<file path="config.mk">
export PLATFORM = sky130hd
export DESIGN_NAME = ncpu32k_ie_wb_buf_flat
export DESIGN_NICKNAME = d
export VERILOG_FILES = /design/src/rtl/ncpu32k_ie_wb_buf_pkg.sv /design/src/rtl/ncpu32k_ie_wb_buf_if.sv /design/src/rtl/ncpu32k_ie_res_sel.sv /design/src/rtl/ncpu32k_ie_wb_buf.sv /design/src/flat_wrapper.sv
export SDC_FILE = /design/constraint.sdc
export NUM_CORES = 1
export LEC_CHECK = 0
export CAP_MARGIN = 20
export CORE_MARGIN = 1.5
export CORE_UTILIZATION = 35
export DETAILED_ROUTE_END_ITERATION = 10
export PLACE_DENSITY_LB_ADDON = 0.3
export SETUP_SLACK_MARGIN = 0.4
export SLEW_MARGIN = 15
export SYNTH_ARGS = -nofsm -noshare
export SYNTH_HDL_FRONTEND = slang
export SYNTH_HIERARCHICAL = 1
export SYNTH_SLANG_ARGS = --single-unit
</file>
<file path="constraint.sdc">
create_clock -name clk -period 3.3 [get_ports clk]
set_input_delay 0.66 -clock clk [delete_from_list [all_inputs] [get_ports clk]]
set_output_delay 0.66 -clock clk [all_outputs]
set_load 0.02 [all_outputs]
</file>
<file path="src/rtl/ncpu32k_ie_wb_buf_pkg.sv">
// Shared constants for the IEU writeback buffer: datapath widths, LU opcode bit
// indices and the skid-buffer state encoding.
package ncpu32k_ie_wb_buf_pkg;

  localparam int unsigned NCPU_DW      = 32;
  localparam int unsigned NCPU_RAW     = 5;
  localparam int unsigned NCPU_LU_IOPW = 6;

  // Bit positions inside the one-hot LU opcode bus
  localparam int unsigned NCPU_LU_AND = 0;
  localparam int unsigned NCPU_LU_OR  = 1;
  localparam int unsigned NCPU_LU_XOR = 2;
  localparam int unsigned NCPU_LU_LSL = 3;
  localparam int unsigned NCPU_LU_LSR = 4;
  localparam int unsigned NCPU_LU_ASR = 5;

  typedef enum logic [1:0] {
    EMPTY = 2'd0,
    ONE   = 2'd1,
    FULL  = 2'd2
  } wb_buf_state_e;

endpackage

</file>
<file path="src/rtl/ncpu32k_ie_wb_buf_if.sv">
// IEU-to-writeback bus: LU/AU results and destination tag in, registered result
// out. master = producer/consumer environment, slave = the buffer.
interface ncpu32k_ie_wb_buf_if
  import ncpu32k_ie_wb_buf_pkg::*;
#(
  parameter int unsigned DW      = NCPU_DW,
  parameter int unsigned RAW     = NCPU_RAW,
  parameter int unsigned LU_IOPW = NCPU_LU_IOPW
);

  logic               ieu_valid_in;
  logic               ieu_ready_in;
  logic [LU_IOPW-1:0] ieu_lu_opc_bus;
  logic               lu_op_shift;
  logic [DW-1:0]      lu_shift;
  logic [DW-1:0]      lu_and;
  logic [DW-1:0]      lu_or;
  logic [DW-1:0]      lu_xor;
  logic [DW-1:0]      au_result;
  logic [RAW-1:0]     ieu_rd_addr;
  logic               ieu_rd_we;
  logic               wb_valid;
  logic               wb_ready;
  logic [DW-1:0]      wb_dat;
  logic [RAW-1:0]     wb_rd_addr;
  logic               wb_rd_we;

  modport master (
    output ieu_valid_in, ieu_lu_opc_bus, lu_op_shift, lu_shift, lu_and, lu_or,
           lu_xor, au_result, ieu_rd_addr, ieu_rd_we, wb_ready,
    input  ieu_ready_in, wb_valid, wb_dat, wb_rd_addr, wb_rd_we
  );

  modport slave (
    input  ieu_valid_in, ieu_lu_opc_bus, lu_op_shift, lu_shift, lu_and, lu_or,
           lu_xor, au_result, ieu_rd_addr, ieu_rd_we, wb_ready,
    output ieu_ready_in, wb_valid, wb_dat, wb_rd_addr, wb_rd_we
  );

endinterface

</file>
<file path="src/rtl/ncpu32k_ie_res_sel.sv">
// Combinational AND-OR result mux over LU and AU results. Non-one-hot opcodes
// yield the OR of all selected terms.
module ncpu32k_ie_res_sel
  import ncpu32k_ie_wb_buf_pkg::*;
#(
  parameter int unsigned DW      = NCPU_DW,
  parameter int unsigned LU_IOPW = NCPU_LU_IOPW
) (
  input  logic [LU_IOPW-1:0] lu_opc_bus,
  input  logic               lu_op_shift,
  input  logic [DW-1:0]      lu_shift,
  input  logic [DW-1:0]      lu_and,
  input  logic [DW-1:0]      lu_or,
  input  logic [DW-1:0]      lu_xor,
  input  logic [DW-1:0]      au_result,
  output logic [DW-1:0]      res_c
);

  logic au_sel_c;

  always_comb begin
    au_sel_c = ~(|lu_opc_bus);
    res_c    = ({DW{lu_op_shift}}             & lu_shift)
             | ({DW{lu_opc_bus[NCPU_LU_AND]}} & lu_and)
             | ({DW{lu_opc_bus[NCPU_LU_OR]}}  & lu_or)
             | ({DW{lu_opc_bus[NCPU_LU_XOR]}} & lu_xor)
             | ({DW{au_sel_c}}                & au_result);
  end

endmodule

</file>
<file path="src/rtl/ncpu32k_ie_wb_buf.sv">
// IEU result buffer: selects the LU/AU result and presents it to writeback.
// NCPU_IE_WB_SKID_EN adds a skid entry so ieu_ready_in is registered.
module ncpu32k_ie_wb_buf
  import ncpu32k_ie_wb_buf_pkg::*;
#(
  parameter int unsigned DW      = NCPU_DW,
  parameter int unsigned RAW     = NCPU_RAW,
  parameter int unsigned LU_IOPW = NCPU_LU_IOPW
) (
  input  logic                 clk,
  input  logic                 rst_n,
  input  logic                 flush,
  ncpu32k_ie_wb_buf_if.slave   bus
);

  logic [DW-1:0] res_c;
  logic          accept_c;
  logic          pop_c;

  ncpu32k_ie_res_sel #(
    .DW      (DW),
    .LU_IOPW (LU_IOPW)
  ) u_res_sel (
    .lu_opc_bus  (bus.ieu_lu_opc_bus),
    .lu_op_shift (bus.lu_op_shift),
    .lu_shift    (bus.lu_shift),
    .lu_and      (bus.lu_and),
    .lu_or       (bus.lu_or),
    .lu_xor      (bus.lu_xor),
    .au_result   (bus.au_result),
    .res_c       (res_c)
  );

  // flush wins over accept; a flushed accept is simply dropped
  assign accept_c = bus.ieu_valid_in & bus.ieu_ready_in & ~flush;
  assign pop_c    = bus.wb_valid & bus.wb_ready;

`ifdef NCPU_IE_WB_SKID_EN

  wb_buf_state_e  state;
  logic           skid_valid;
  logic [DW-1:0]  skid_dat;
  logic [RAW-1:0] skid_rd_addr;
  logic           skid_rd_we;

  // Output register plus one skid entry; ready tracks ~skid_valid
  always_ff @(posedge clk or negedge rst_n) begin
    if (!rst_n) begin
      state            <= EMPTY;
      bus.wb_valid     <= 1'b0;
      bus.wb_dat       <= '0;
      bus.wb_rd_addr   <= '0;
      bus.wb_rd_we     <= 1'b0;
      skid_valid       <= 1'b0;
      skid_dat         <= '0;
      skid_rd_addr     <= '0;
      skid_rd_we       <= 1'b0;
      bus.ieu_ready_in <= 1'b1;
    end else if (flush) begin
      state            <= EMPTY;
      bus.wb_valid     <= 1'b0;
      skid_valid       <= 1'b0;
      bus.ieu_ready_in <= 1'b1;
    end else begin
      case (state)
        EMPTY: begin
          if (accept_c) begin
            bus.wb_dat     <= res_c;
            bus.wb_rd_addr <= RAW'(bus.ieu_rd_addr);
            bus.wb_rd_we   <= bus.ieu_rd_we;
            bus.wb_valid   <= 1'b1;
            state          <= ONE;
          end
        end
        ONE: begin
          if (accept_c && !pop_c) begin
            skid_dat         <= res_c;
            skid_rd_addr     <= RAW'(bus.ieu_rd_addr);
            skid_rd_we       <= bus.ieu_rd_we;
            skid_valid       <= 1'b1;
            bus.ieu_ready_in <= 1'b0;
            state            <= FULL;
          end else if (pop_c && !accept_c) begin
            bus.wb_valid <= 1'b0;
            state        <= EMPTY;
          end else if (pop_c && accept_c) begin
            bus.wb_dat     <= res_c;
            bus.wb_rd_addr <= RAW'(bus.ieu_rd_addr);
            bus.wb_rd_we   <= bus.ieu_rd_we;
          end
        end
        FULL: begin
          if (pop_c) begin
            bus.wb_dat       <= skid_dat;
            bus.wb_rd_addr   <= skid_rd_addr;
            bus.wb_rd_we     <= skid_rd_we;
            skid_valid       <= 1'b0;
            bus.ieu_ready_in <= 1'b1;
            state            <= ONE;
          end
        end
        default: begin
          bus.wb_valid     <= 1'b0;
          skid_valid       <= 1'b0;
          bus.ieu_ready_in <= 1'b1;
          state            <= EMPTY;
        end
      endcase
    end
  end

`else

  // Single stage: a pop frees the register for a same-cycle accept
  assign bus.ieu_ready_in = ~bus.wb_valid | bus.wb_ready | flush;

  always_ff @(posedge clk or negedge rst_n) begin
    if (!rst_n) begin
      bus.wb_valid   <= 1'b0;
      bus.wb_dat     <= '0;
      bus.wb_rd_addr <= '0;
      bus.wb_rd_we   <= 1'b0;
    end else begin
      if (flush) begin
        bus.wb_valid <= 1'b0;
      end else if (accept_c) begin
        bus.wb_valid <= 1'b1;
      end else if (pop_c) begin
        bus.wb_valid <= 1'b0;
      end
      if (accept_c) begin
        bus.wb_dat     <= res_c;
        bus.wb_rd_addr <= RAW'(bus.ieu_rd_addr);
        bus.wb_rd_we   <= bus.ieu_rd_we;
      end
    end
  end

`endif

endmodule

</file>
<file path="src/flat_wrapper.sv">
// flat-port wrapper written by rule: the top's interface ports become plain ports
module ncpu32k_ie_wb_buf_flat import ncpu32k_ie_wb_buf_pkg::*;
#(
  parameter int unsigned DW      = NCPU_DW,
  parameter int unsigned RAW     = NCPU_RAW,
  parameter int unsigned LU_IOPW = NCPU_LU_IOPW
)
  (clk, rst_n, flush, bus_ieu_valid_in, bus_ieu_lu_opc_bus, bus_lu_op_shift, bus_lu_shift, bus_lu_and, bus_lu_or, bus_lu_xor, bus_au_result, bus_ieu_rd_addr, bus_ieu_rd_we, bus_wb_ready, bus_ieu_ready_in, bus_wb_valid, bus_wb_dat, bus_wb_rd_addr, bus_wb_rd_we);
  ncpu32k_ie_wb_buf_if #(.DW(DW), .RAW(RAW), .LU_IOPW(LU_IOPW)) bus_i ();
  input  logic clk;
  input  logic rst_n;
  input  logic flush;
  input wire logic [$bits(bus_i.ieu_valid_in)-1:0] bus_ieu_valid_in;
  input wire logic [$bits(bus_i.ieu_lu_opc_bus)-1:0] bus_ieu_lu_opc_bus;
  input wire logic [$bits(bus_i.lu_op_shift)-1:0] bus_lu_op_shift;
  input wire logic [$bits(bus_i.lu_shift)-1:0] bus_lu_shift;
  input wire logic [$bits(bus_i.lu_and)-1:0] bus_lu_and;
  input wire logic [$bits(bus_i.lu_or)-1:0] bus_lu_or;
  input wire logic [$bits(bus_i.lu_xor)-1:0] bus_lu_xor;
  input wire logic [$bits(bus_i.au_result)-1:0] bus_au_result;
  input wire logic [$bits(bus_i.ieu_rd_addr)-1:0] bus_ieu_rd_addr;
  input wire logic [$bits(bus_i.ieu_rd_we)-1:0] bus_ieu_rd_we;
  input wire logic [$bits(bus_i.wb_ready)-1:0] bus_wb_ready;
  output wire logic [$bits(bus_i.ieu_ready_in)-1:0] bus_ieu_ready_in;
  output wire logic [$bits(bus_i.wb_valid)-1:0] bus_wb_valid;
  output wire logic [$bits(bus_i.wb_dat)-1:0] bus_wb_dat;
  output wire logic [$bits(bus_i.wb_rd_addr)-1:0] bus_wb_rd_addr;
  output wire logic [$bits(bus_i.wb_rd_we)-1:0] bus_wb_rd_we;
  assign bus_i.ieu_valid_in = bus_ieu_valid_in;
  assign bus_i.ieu_lu_opc_bus = bus_ieu_lu_opc_bus;
  assign bus_i.lu_op_shift = bus_lu_op_shift;
  assign bus_i.lu_shift = bus_lu_shift;
  assign bus_i.lu_and = bus_lu_and;
  assign bus_i.lu_or = bus_lu_or;
  assign bus_i.lu_xor = bus_lu_xor;
  assign bus_i.au_result = bus_au_result;
  assign bus_i.ieu_rd_addr = bus_ieu_rd_addr;
  assign bus_i.ieu_rd_we = bus_ieu_rd_we;
  assign bus_i.wb_ready = bus_wb_ready;
  assign bus_ieu_ready_in = bus_i.ieu_ready_in;
  assign bus_wb_valid = bus_i.wb_valid;
  assign bus_wb_dat = bus_i.wb_dat;
  assign bus_wb_rd_addr = bus_i.wb_rd_addr;
  assign bus_wb_rd_we = bus_i.wb_rd_we;
  ncpu32k_ie_wb_buf #(.DW(DW), .RAW(RAW), .LU_IOPW(LU_IOPW)) u_core (.clk(clk), .rst_n(rst_n), .flush(flush), .bus(bus_i));
endmodule
</file>
-- Word level (Yosys, flattened, before mapping)
Index checks and enable logic that the tools add are counted.
- output and inout bits: 40
- word-level logic and storage cells: 26
- register bits: 39
- bits of input ports: 178
- mux-type cells: 3
- reductions and logical operators: 2
- bitwise operators: 17
- operator list (cell ; count):
    AND 32 bit ; 5
    OR 32 bit ; 4
    OR reduction 6 bit ; 1
    AND 1 bit ; 3
    2-to-1 mux 1 bit ; 3
    NOT 1 bit ; 3
    nonzero test 3 bit ; 1
    OR 1 bit ; 2

-- Longest topological paths before layout
Gate-level depths: netlist (run 1).
- depth in word-level cells: 7
- depth in mapped cells: 6
- mapped depth without buffers: 4

-- By module
Netlist (run 1), hierarchy kept.
- by module, submodules not included (module ; cells an instance ; times used ; seq. area each (µm²) ; area each (µm²)):
    ncpu32k_ie_wb_buf ; 86 ; 1 ; 975.9 ; 1584.0
    ncpu32k_ie_res_sel ; 148 ; 1 ; 0.0 ; 965.9

-- Worst setup path before layout (run 1)
No wires, ideal clock.
- path kind: input port to flip-flop
- start: in bus_ieu_lu_opc_bus[2]
- end: reg u_core.bus.wb_dat[10]
- path slack: 1.315 ns
- stages on the path: 6
- arrival: 1.921 ns
- setup time: 0.064 ns
- cells stage by stage: clkbuf_1 or4_4 nor3_4 buf_6 a21o_1 mux2_4
- word-level cells in the longest chain between the ends: 4
- ends and longest elaborated chain (item ; RTL line ; text):
    start, declared ; flat_wrapper.sv:14 ; input wire logic [$bits(bus_i.ieu_lu_opc_bus)-1:0] bus_ieu_lu_opc_bus;
    OR reduction 6 bit ; ncpu32k_ie_res_sel.sv:22 ; au_sel_c = ~(|lu_opc_bus);
    NOT 1 bit ; ncpu32k_ie_res_sel.sv:22 ;
    AND 32 bit ; ncpu32k_ie_res_sel.sv:27 ; | ({DW{au_sel_c}} & au_result);
    OR 32 bit * ; ncpu32k_ie_res_sel.sv:27 ;
    via u_core.res_c[10] ; ncpu32k_ie_wb_buf.sv:16 ; logic [DW-1:0] res_c;
    end signal, assigned ; ncpu32k_ie_wb_buf.sv:132 ; bus.wb_dat <= res_c;
    end, declared ; ncpu32k_ie_wb_buf_if.sv:37 ; output ieu_ready_in, wb_valid, wb_dat, wb_rd_addr, wb_rd_we
The timed path passes the listed nets; every way through them passes the cells marked *.
A chain may end at the register's enable or synchronous reset.

-- Worst setup path after layout (run 1)
- start: in flush
- end: out bus_ieu_ready_in
- word-level cells in the longest chain between the ends: 1
- ends and longest elaborated chain (item ; RTL line ; text):
    start, declared ; flat_wrapper.sv:12 ; input logic flush;
    OR 1 bit ; ncpu32k_ie_wb_buf.sv:115 ; assign bus.ieu_ready_in = ~bus.wb_valid | bus.wb_ready | flush;
    end, declared ; flat_wrapper.sv:24 ; output wire logic [$bits(bus_i.ieu_ready_in)-1:0] bus_ieu_ready_in;
Every way passes these cells.

==> results.json, run 1 <==
{
  "path_delay_family": "buffers and inverters",
  "crit_type": "in2out",
  "crit_slowest_cell": "clkdlybuf4s50_1",
  "syn_nets": 412,
  "rows": 30,
  "crit_buf_inv": 2,
  "gr-total-overflow": 0,
  "synthCells": 234,
  "cts_buffers": 5,
  "peakVddDrop_v": 0.0002231,
  "synthDistinctLibCells": 16,
  "layout-drive-gt1-share": 0.1284,
  "finalCoreUtilization": 0.6998,
  "cap_viol_max_count": 0,
  "syn2layout_area_growth_pct": 89.55,
  "fmax_mhz": 382.2,
  "dieWidth_microns": 88.36,
  "core_sq_um": 6907,
  "cts_root_buffer": "clkbuf_8",
  "worst_path_most_repeated_cell": "clkdlybuf4s50_1",
  "finalMaxSlewViolations": 0,
  "cp_slowest_stage_delay_ns": 0.60,
  "cts_sinks": 39,
  "drt_first_iter_violations": 103,
  "ys_seq_elements": 39,
  "crit_required_ns": 2.64,
  "port_buffers": 217,
  "hpwl_microns": 7405,
  "dieArea_sq_um": 7807,
  "routed_wl_microns": 9726,
  "layout.nets": 621,
  "reg2reg_setup_slack_ns": 1.54,
  "setup-tns-final_ns": 0,
  "cp_cell_sequence": "clkdlybuf4s50_1 -> nand2b_1 -> clkdlybuf4s50_1",
  "use_met3": 0.07649,
  "final_cell_area_sq_um": 4833,
  "grt_util_met1": 0.2590,
  "hold_path_class": "in2async",
  "power_density_nw_per_um2": 368.4,
  "grt_usage": 0.2433,
  "grt_pass1_vias": 2994,
  "min_period_ns": 2.616,
  "diodes": 0,
  "syn_avg_cell_area_sq_um": 10.90,
  "path_max_fanout": 3,
  "power.leakage_uw": 0.002031,
  "cts_buffer_depth": 2,
  "crit_path_end_kind": "output port",
  "seq_area_frac_synth": 0.3827,
  "die_h_microns": 88.36,
  "start_kind": "primary input",
  "htreeDepth": 2,
  "cts.repair.resized": 0,
  "clkTransAtPathRegs_ns": 0.08,
  "skew_ns": 0.005835,
  "drcViolationCount": 0,
  "p_total_uw": 1781,
  "grt_max_degree": 40,
  "grt_setup_unrepaired": "no",
  "max_slew_margin": 0.4126,
  "wl_per_cell_microns": 18.01,
  "status": "complete, no violations",
  "grt_busiest_layer": "met2",
  "hold_viol": 0,
  "vias": 2807,
  "holdBufCountCts": 0,
  "tritoncts": "built",
  "clk_latency_ns": 0.28,
  "boundaryPins": 218,
  "syn_area_sq_um": 2550,
  "globalRouteMet2Util": 0.4532,
  "antenna_left": 0,
  "firstDrtPassIters": 4,
  "avgViaCountPerCell": 5.198,
  "arrival_ns": 1.96,
  "place.gp.congestion": 0.7431,
  "antenna_found_initial": 0,
  "ys_warn_count": 6,
  "cts_setup_buffers": 0,
  "place_area_sq_um": 4733,
  "period_share": 0.7929,
  "tightestPinTransition_ns": 0.8812,
  "grt_pass1_wl_microns": 14520,
  "finalSetupViolCount": 0,
  "initial_core_util": 0.3692
}
-- per-stage QoR --
step | hold slack, ns | setup WS [ns] | cells
floorplan | 0.3644 | 1.315 | 234
global placement | 0.4890 | 0.6665 | 532
detailed placement | 0.4912 | 0.6191 | 532
CTS | 0.5135 | 0.6840 | 540
global route | 0.5248 | 0.6531 | 540
finish | 0.4951 | 0.6835 | 540
-- kinds of logic after synthesis --
kind of cell	after synthesis	synth area share
flops	39	0.3827
buf+inv	22	0.06133
mux	38	0.1973
compound gates	96	0.2826
simple gates	39	0.07606
-- layer usage --
layer  up-vias  routed length [microns]
li1       1308                        -
met1      1326                     3589
met4         0                      209
met5         -                        0
met2       158                     4863
met3        15                     1064
-- Yosys cell counts --
cell | number | area, sq um
a22oi_1 | 64 | 480.5
dfrtp_1 | 39 | 975.9
a21o_1 | 32 | 240.2
nand2_1 | 32 | 120.1
mux2_4 | 20 | 300.3
mux2_2 | 18 | 202.7
clkbuf_1 | 14 | 52.55
buf_6 | 5 | 56.30
buf_12 | 2 | 40.04
nor2_1 | 2 | 7.510
buf_4 | 1 | 7.510
nand2b_1 | 1 | 6.260
nor2b_4 | 1 | 13.76
nor3_4 | 1 | 16.27
nor3b_4 | 1 | 18.77
or4_4 | 1 | 11.26
-- area by class of cell --
type | count | area (sq um)
timing repair buffer | 224 | 2220
fill | 560 | 2073
multi-input combinational | 173 | 1418
sequential | 39 | 975.9
tap | 96 | 120.1
clock buffer | 8 | 100.1
-- worst reg2reg max path, delay by kind of cell, from the launching register on --
family                 cells  cell delay [ns]
multiplexers               1             0.44
buffers and inverters      1             0.53
AND/OR/NAND/NOR            2             0.30
flip-flops                 1             0.38
-- sequential cells by signal, indices dropped and copies added (netlist names) --
name and cells:
u_core/bus.wb_dat 32, u_core/bus.wb_rd_addr 5, u_core/bus.wb_rd_we 1, u_core/bus.wb_valid 1
-- path summary, 6_finish.rpt --
kind | startpoint | to | depth (start not counted)
worst max-delay path | flush | bus_ieu_ready_in | 3
worst min-delay path | rst_n | u_core/bus.wb_dat[3] | 1
worst max register to register | u_core/bus.wb_valid | u_core/bus.wb_dat[22] | 4
worst min register to register | u_core/bus.wb_dat[11] | u_core/bus.wb_dat[11] | 1
max in group asynchronous | rst_n | u_core/bus.wb_dat[12] | 1
min in group clk | u_core/bus.wb_dat[11] | u_core/bus.wb_dat[11] | 1
-- cell usage in the layout, fill, tap and decap left out --
cell type        instances
a21o_1                  32
nor3_4                   1
nor2b_4                  1
dfrtp_1                 39
mux2_2                  18
nor2_1                   2
clkdlybuf4s50_1        216
a22oi_1                 64
buf_4                    7
or4_4                    1
clkbuf_8                 7
nor3b_4                  1
clkbuf_1                 1
buf_2                    1
nand2_1                 32
nand2b_1                 1
mux2_4                  20
-- where the power goes --
group	total [uW]	internal, uW	switching (uW)
registers	619	569	50.4
clock network	352	191	161
logic	810	493	317
(Power assumes the default switching activity.)
==> run 2, diff against run 1 <==
--- a/config.mk
+++ b/config.mk
@@ -7,7 +7,7 @@
 export LEC_CHECK = 0
 export CAP_MARGIN = 20
 export CORE_MARGIN = 1.5
-export CORE_UTILIZATION = 35
+export CORE_UTILIZATION = 29
 export DETAILED_ROUTE_END_ITERATION = 10
 export PLACE_DENSITY_LB_ADDON = 0.3
 export SETUP_SLACK_MARGIN = 0.4
==> constraint.sdc (replaced) <==
create_clock -name clk -period 2.1 [get_ports clk]
set_input_delay 0.42 -clock clk [delete_from_list [all_inputs] [get_ports clk]]
set_output_delay 0.42 -clock clk [all_outputs]
set_load 0.02 [all_outputs]
==> results.json, run 2 (synthesized netlist as in run 1, its figures left out) <==
{
  "crit_slowest_cell": "clkdlybuf4s50_1",
  "final_cell_area_sq_um": 5160,
  "initial_core_util": 0.2953,
  "reg2reg_setup_slack_ns": 0.56,
  "arrival_ns": 1.24,
  "dieWidth_microns": 96.77,
  "final_cells": 567,
  "boundaryPins": 218,
  "finalMaxSlewViolations": 0,
  "place_area_sq_um": 4816,
  "firstDrtPassIters": 4,
  "path_delay_family": "buffers and inverters",
  "drt_first_iter_violations": 60,
  "rows": 34,
  "antenna_left": 0,
  "grt_pass1_wl_microns": 16110,
  "cts_buffer_depth": 2,
  "avgViaCountPerCell": 5.025,
  "cts_sinks": 39,
  "clk_latency_ns": 0.29,
  "layout.nets": 636,
  "clkTransAtPathRegs_ns": 0.07,
  "skew_ns": 0.005892,
  "power.leakage_uw": 0.002350,
  "core_sq_um": 8636,
  "grt_max_degree": 33,
  "syn2layout_area_growth_pct": 102.4,
  "max_slew_margin": 0.7030,
  "finalSetupViolCount": 0,
  "drcViolationCount": 0,
  "grt_pass1_vias": 3201,
  "largest_reg_flops": 32,
  "r2r_cells": 5,
  "status": "complete, no violations",
  "p_total_uw": 2778,
  "power_density_nw_per_um2": 538.4,
  "cap_viol_max_count": 0,
  "die_h_microns": 96.77,
  "path_max_fanout": 2,
  "layout-drive-gt1-share": 0.1678,
  "htreeDepth": 2,
  "timing.rr.start": "u_core/bus.wb_valid",
  "mostFrequentLayoutCells": "clkdlybuf4s50_1, a22oi_1, dfrtp_1",
  "routed_wl_microns": 10270,
  "hpwl_microns": 7232,
  "placedCellCount": 548,
  "hold_slack_ns": 0.07102,
  "cp_slowest_stage_delay_ns": 0.61,
  "dieArea_sq_um": 9364,
  "crit_type": "reg2out",
  "wl_per_cell_microns": 18.10,
  "grt_setup_unrepaired": "no",
  "reg_top3": "u_core/bus.wb_dat: 32 flops, u_core/bus.wb_rd_addr: 5 flops",
  "setup-tns-final_ns": 0,
  "antenna_found_initial": 1,
  "gr-total-overflow": 0,
  "crit_required_ns": 1.68,
  "vias": 2849,
  "rr_endpoint": "u_core/bus.wb_dat[26]",
  "regMostFlops": "u_core/bus.wb_dat",
  "port_buffers": 217,
  "peakVddDrop_v": 0.0002891,
  "cts_root_buffer": "clkbuf_8",
  "fmax_mhz": 603.1,
  "cp_cell_sequence": "clkdlybuf4s50_1",
  "tightestPinTransition_ns": 0.4455,
  "tritoncts": "built",
  "min_period_ns": 1.658,
  "hold_path_class": "in2async",
  "place.gp.congestion": 0.8040,
  "hold_viol": 0,
  "cts_buffers": 5,
  "period_share": 0.7896,
  "start_kind": "register",
  "grt_usage": 0.2147,
  "final_common_cell": "clkdlybuf4s50_1",
  "crit_buf_inv": 1,
  "diodes": 0,
  "crit_path_end_kind": "output port"
}
[run 2: cell types whose count changed in the layout (fill, tap and decap cells not counted), moves of 2 or more]
cell | before | now
buf_8 | 0 | 3
dlygate4sd2_1 | 0 | 13
buf_16 | 0 | 2
dlymetal6s2s_1 | 0 | 26
buf_2 | 1 | 4
clkbuf_2 | 0 | 2
buf_12 | 0 | 5
clkbuf_16 | 0 | 2
buf_6 | 0 | 3
clkdlybuf4s50_1 | 216 | 172
[run 2: area by class of cell]
cell class	count	area [sq um]
clock buffers	8	100.1
fillers	728	3476
multi-input cells	173	1421
flip-flops and latches	39	975.9
well taps	108	135.1
repair buffers	239	2527
[run 2: worst max path at each step]
stage	to	slack (ns)	depth (start not counted)	from
6_report	bus_wb_dat[7]	0.44	1	u_core/bus.wb_dat[7]
5_1_grt	bus_wb_dat[7]	0.40	1	u_core/bus.wb_dat[7]
4_1_cts	u_core/bus.wb_rd_addr[1]	0.40	5	flush
3_5_place_dp	u_core/bus.wb_dat[18]	-0.05	6	bus_ieu_lu_opc_bus[1]
3_3_place_gp	u_core/bus.wb_dat[27]	-0.01	6	bus_ieu_lu_opc_bus[1]
2_1_floorplan	u_core/bus.wb_dat[10]	0.37	6	bus_ieu_lu_opc_bus[1]
[run 2: through the flow]
step	setup WS, ns	utilization
after global placement	-0.01202	0.5577
after CTS	0.3991	0.5803
final	0.4418	0.5975
after global routing	0.4021	0.5975
after detailed placement	-0.04911	0.5577
after floorplan	0.3664	-
[run 2: routing by layer]
layer,part of all wire,global-route usage,vias up
li1,-,-,1340
met1,0.39,0.2411,1350
met2,0.51,0.3825,147
met3,0.084,0.07803,10
met4,0.012,0.05686,2
met5,0.00097,0,-
[run 2: timing repair]
| item | in CTS | in global routing |
|---|---|---|
| gates resized for setup | 38 | 31 |
| endpoints found under the setup margin | 51 | 62 |
| pin swaps | 5 | 4 |
| buffers inserted | 4 | 1 |
| gates cloned | 3 | 3 |
| hold buffers | 0 | 0 |
[run 2: power breakdown]
| group | total (uW) | internal (uW) | switching, uW |
|---|---|---|---|
| Combinational | 1250 | 752 | 495 |
| Clock | 562 | 300 | 262 |
| Sequential | 969 | 894 | 75.7 |
| Total | 2780 | 1950 | 833 |
==> run 3, diff against run 2 <==
--- a/config.mk
+++ b/config.mk
@@ -7,7 +7,7 @@
 export LEC_CHECK = 0
 export CAP_MARGIN = 20
 export CORE_MARGIN = 1.5
-export CORE_UTILIZATION = 29
+export CORE_UTILIZATION = 32
 export DETAILED_ROUTE_END_ITERATION = 10
 export PLACE_DENSITY_LB_ADDON = 0.3
 export SETUP_SLACK_MARGIN = 0.4
==> constraint.sdc (replaced) <==
create_clock -name clk -period 1.55 [get_ports clk]
set_input_delay 0.31 -clock clk [delete_from_list [all_inputs] [get_ports clk]]
set_output_delay 0.31 -clock clk [all_outputs]
set_load 0.02 [all_outputs]
==> results.json, run 3 (synthesized netlist as in run 1, its figures left out) <==
{
  "status": "complete, no violations",
  "finalSetupViolCount": 0,
  "routed_wl_microns": 10310,
  "dieArea_sq_um": 8513,
  "place.gp.congestion": 0.7009,
  "grt_busiest_layer": "met2",
  "dieWidth_microns": 92.27,
  "holdBufCountCts": 0,
  "crit_type": "reg2reg",
  "max_slew_margin": 0.6561,
  "cp_cell_sequence": "nor2b_4 -> nor3b_4 -> buf_6 -> buf_12 -> mux2_2",
  "mostFrequentLayoutCells": "clkdlybuf4s50_1, a22oi_1, buf_6",
  "placedCellCount": 541,
  "place_area_sq_um": 4825,
  "path_delay_family": "flip-flops",
  "wl_per_cell_microns": 17.89,
  "path_depth": 5,
  "final_cells": 576,
  "regMostFlops": "u_core/bus.wb_dat",
  "die_h_microns": 92.27,
  "cts_root_buffer": "clkbuf_8",
  "start_kind": "register",
  "dpl_worst_slack_ns": -0.4922,
  "avgViaCountPerCell": 5.087,
  "grt_usage": 0.2374,
  "crit_slowest_cell": "dfrtp_2",
  "antenna_left": 0,
  "largest_reg_flops": 32,
  "fmax_mhz": 656.5,
  "diodes": 0,
  "syn2layout_area_growth_pct": 106.7,
  "drcViolationCount": 0,
  "clk_latency_ns": 0.29,
  "final_cell_area_sq_um": 5271,
  "crit_required_ns": 1.72,
  "clkTransAtPathRegs_ns": 0.09,
  "r2r_cells": 5,
  "grt_pass1_vias": 3148,
  "reg_top3": "u_core/bus.wb_dat: 32 flops, u_core/bus.wb_rd_addr: 5 flops",
  "power_density_nw_per_um2": 754.4,
  "firstDrtPassIters": 4,
  "cts_buffer_depth": 2,
  "skew_ns": 0.01619,
  "hold_path_class": "in2async",
  "layout-drive-gt1-share": 0.2764,
  "cap_viol_max_count": 0,
  "power.leakage_uw": 0.002332,
  "htreeDepth": 2,
  "drt_first_iter_violations": 82,
  "tritoncts": "built",
  "grt_util_met1": 0.2478,
  "cts_sinks": 39,
  "peakVddDrop_v": 0.0003626,
  "crit_path_end_kind": "register",
  "cp_slowest_stage_delay_ns": 0.40,
  "use_met3": 0.08541,
  "boundaryPins": 218,
  "grt_max_degree": 40,
  "grt_pass1_wl_microns": 15400,
  "tightestPinTransition_ns": 0.5158,
  "finalMaxSlewViolations": 0,
  "crit_buf_inv": 2,
  "postLayoutSetupSlackWorst_ns": 0.02678,
  "gr-total-overflow": 0,
  "core_sq_um": 7727,
  "vias": 2930,
  "path_max_fanout": 10,
  "hold_viol": 0,
  "min_period_ns": 1.523,
  "arrival_ns": 1.69,
  "layout.nets": 652,
  "final_common_cell": "clkdlybuf4s50_1",
  "hpwl_microns": 7111,
  "cts_buffers": 5,
  "period_share": 0.9827,
  "initial_core_util": 0.3300,
  "antenna_found_initial": 0,
  "rows": 32,
  "globalRouteMet2Util": 0.4352,
  "port_buffers": 217,
  "grt_setup_unrepaired": "yes"
}
==> run 3: cell type report <==
class                   instances  area [sq um]
repair buffers                255          2634
clock buffers                   7         76.32
fillers                       608          2456
well taps                     102         127.6
multi-input cells             173          1456
flip-flops and latches         39         977.2
==> run 3: worst reg2reg max path, cell delays in order, from the launching register on <==
cell     delay (ns)
dfrtp_2        0.40
nor2b_4        0.14
nor3b_4        0.21
buf_6          0.18
buf_12         0.14
mux2_2         0.33
==> run 3: final timing paths <==
kind	slack, ns	from	end
min in group clk	0.40	flush	u_core/bus.wb_valid
hold / removal	0.08	rst_n	u_core/bus.wb_dat[29]
hold reg to reg	0.53	u_core/bus.wb_dat[25]	u_core/bus.wb_dat[25]
setup / recovery	0.03	u_core/bus.wb_valid	u_core/bus.wb_dat[24]
setup reg to reg	0.03	u_core/bus.wb_valid	u_core/bus.wb_dat[24]
max in group asynchronous	1.10	rst_n	u_core/bus.wb_valid
==> run 3: through the flow <==
stage	util	total power [uW]	setup TNS, ns	hold WS, ns
floorplan	-	2094	-2.186	0.01441
global placement	0.6244	3054	-16.31	0.3999
detailed placement	0.6244	3079	-17.44	0.4114
CTS	0.6585	3829	0	0.1028
global route	0.6822	4188	-0.6000	0.1233
finish	0.6822	3977	0	0.08179
==> run 3: timing repair <==
item | 4_1_cts | 5_1_grt
hold endpoints to repair | 0 | 0
cloned | 5 | 1
endpoints found under the setup margin | 78 | 78
resized for setup | 240 | 34
setup buffers | 14 | 8
pin swaps | 8 | 0
==> run 3: where the power goes <==
group | internal (uW) | leakage [uW] | switching, uW
Combinational | 1250 | 0.00187 | 707
Clock | 311 | 0.0000383 | 350
Sequential | 1210 | 0.000427 | 150
==> run 3: routing by layer <==
layer / part of all wire / vias to the layer above
met2: 0.50 / 162
li1: - / 1366
met5: 0 / -
met1: 0.36 / 1384
met4: 0.028 / 0
met3: 0.10 / 18
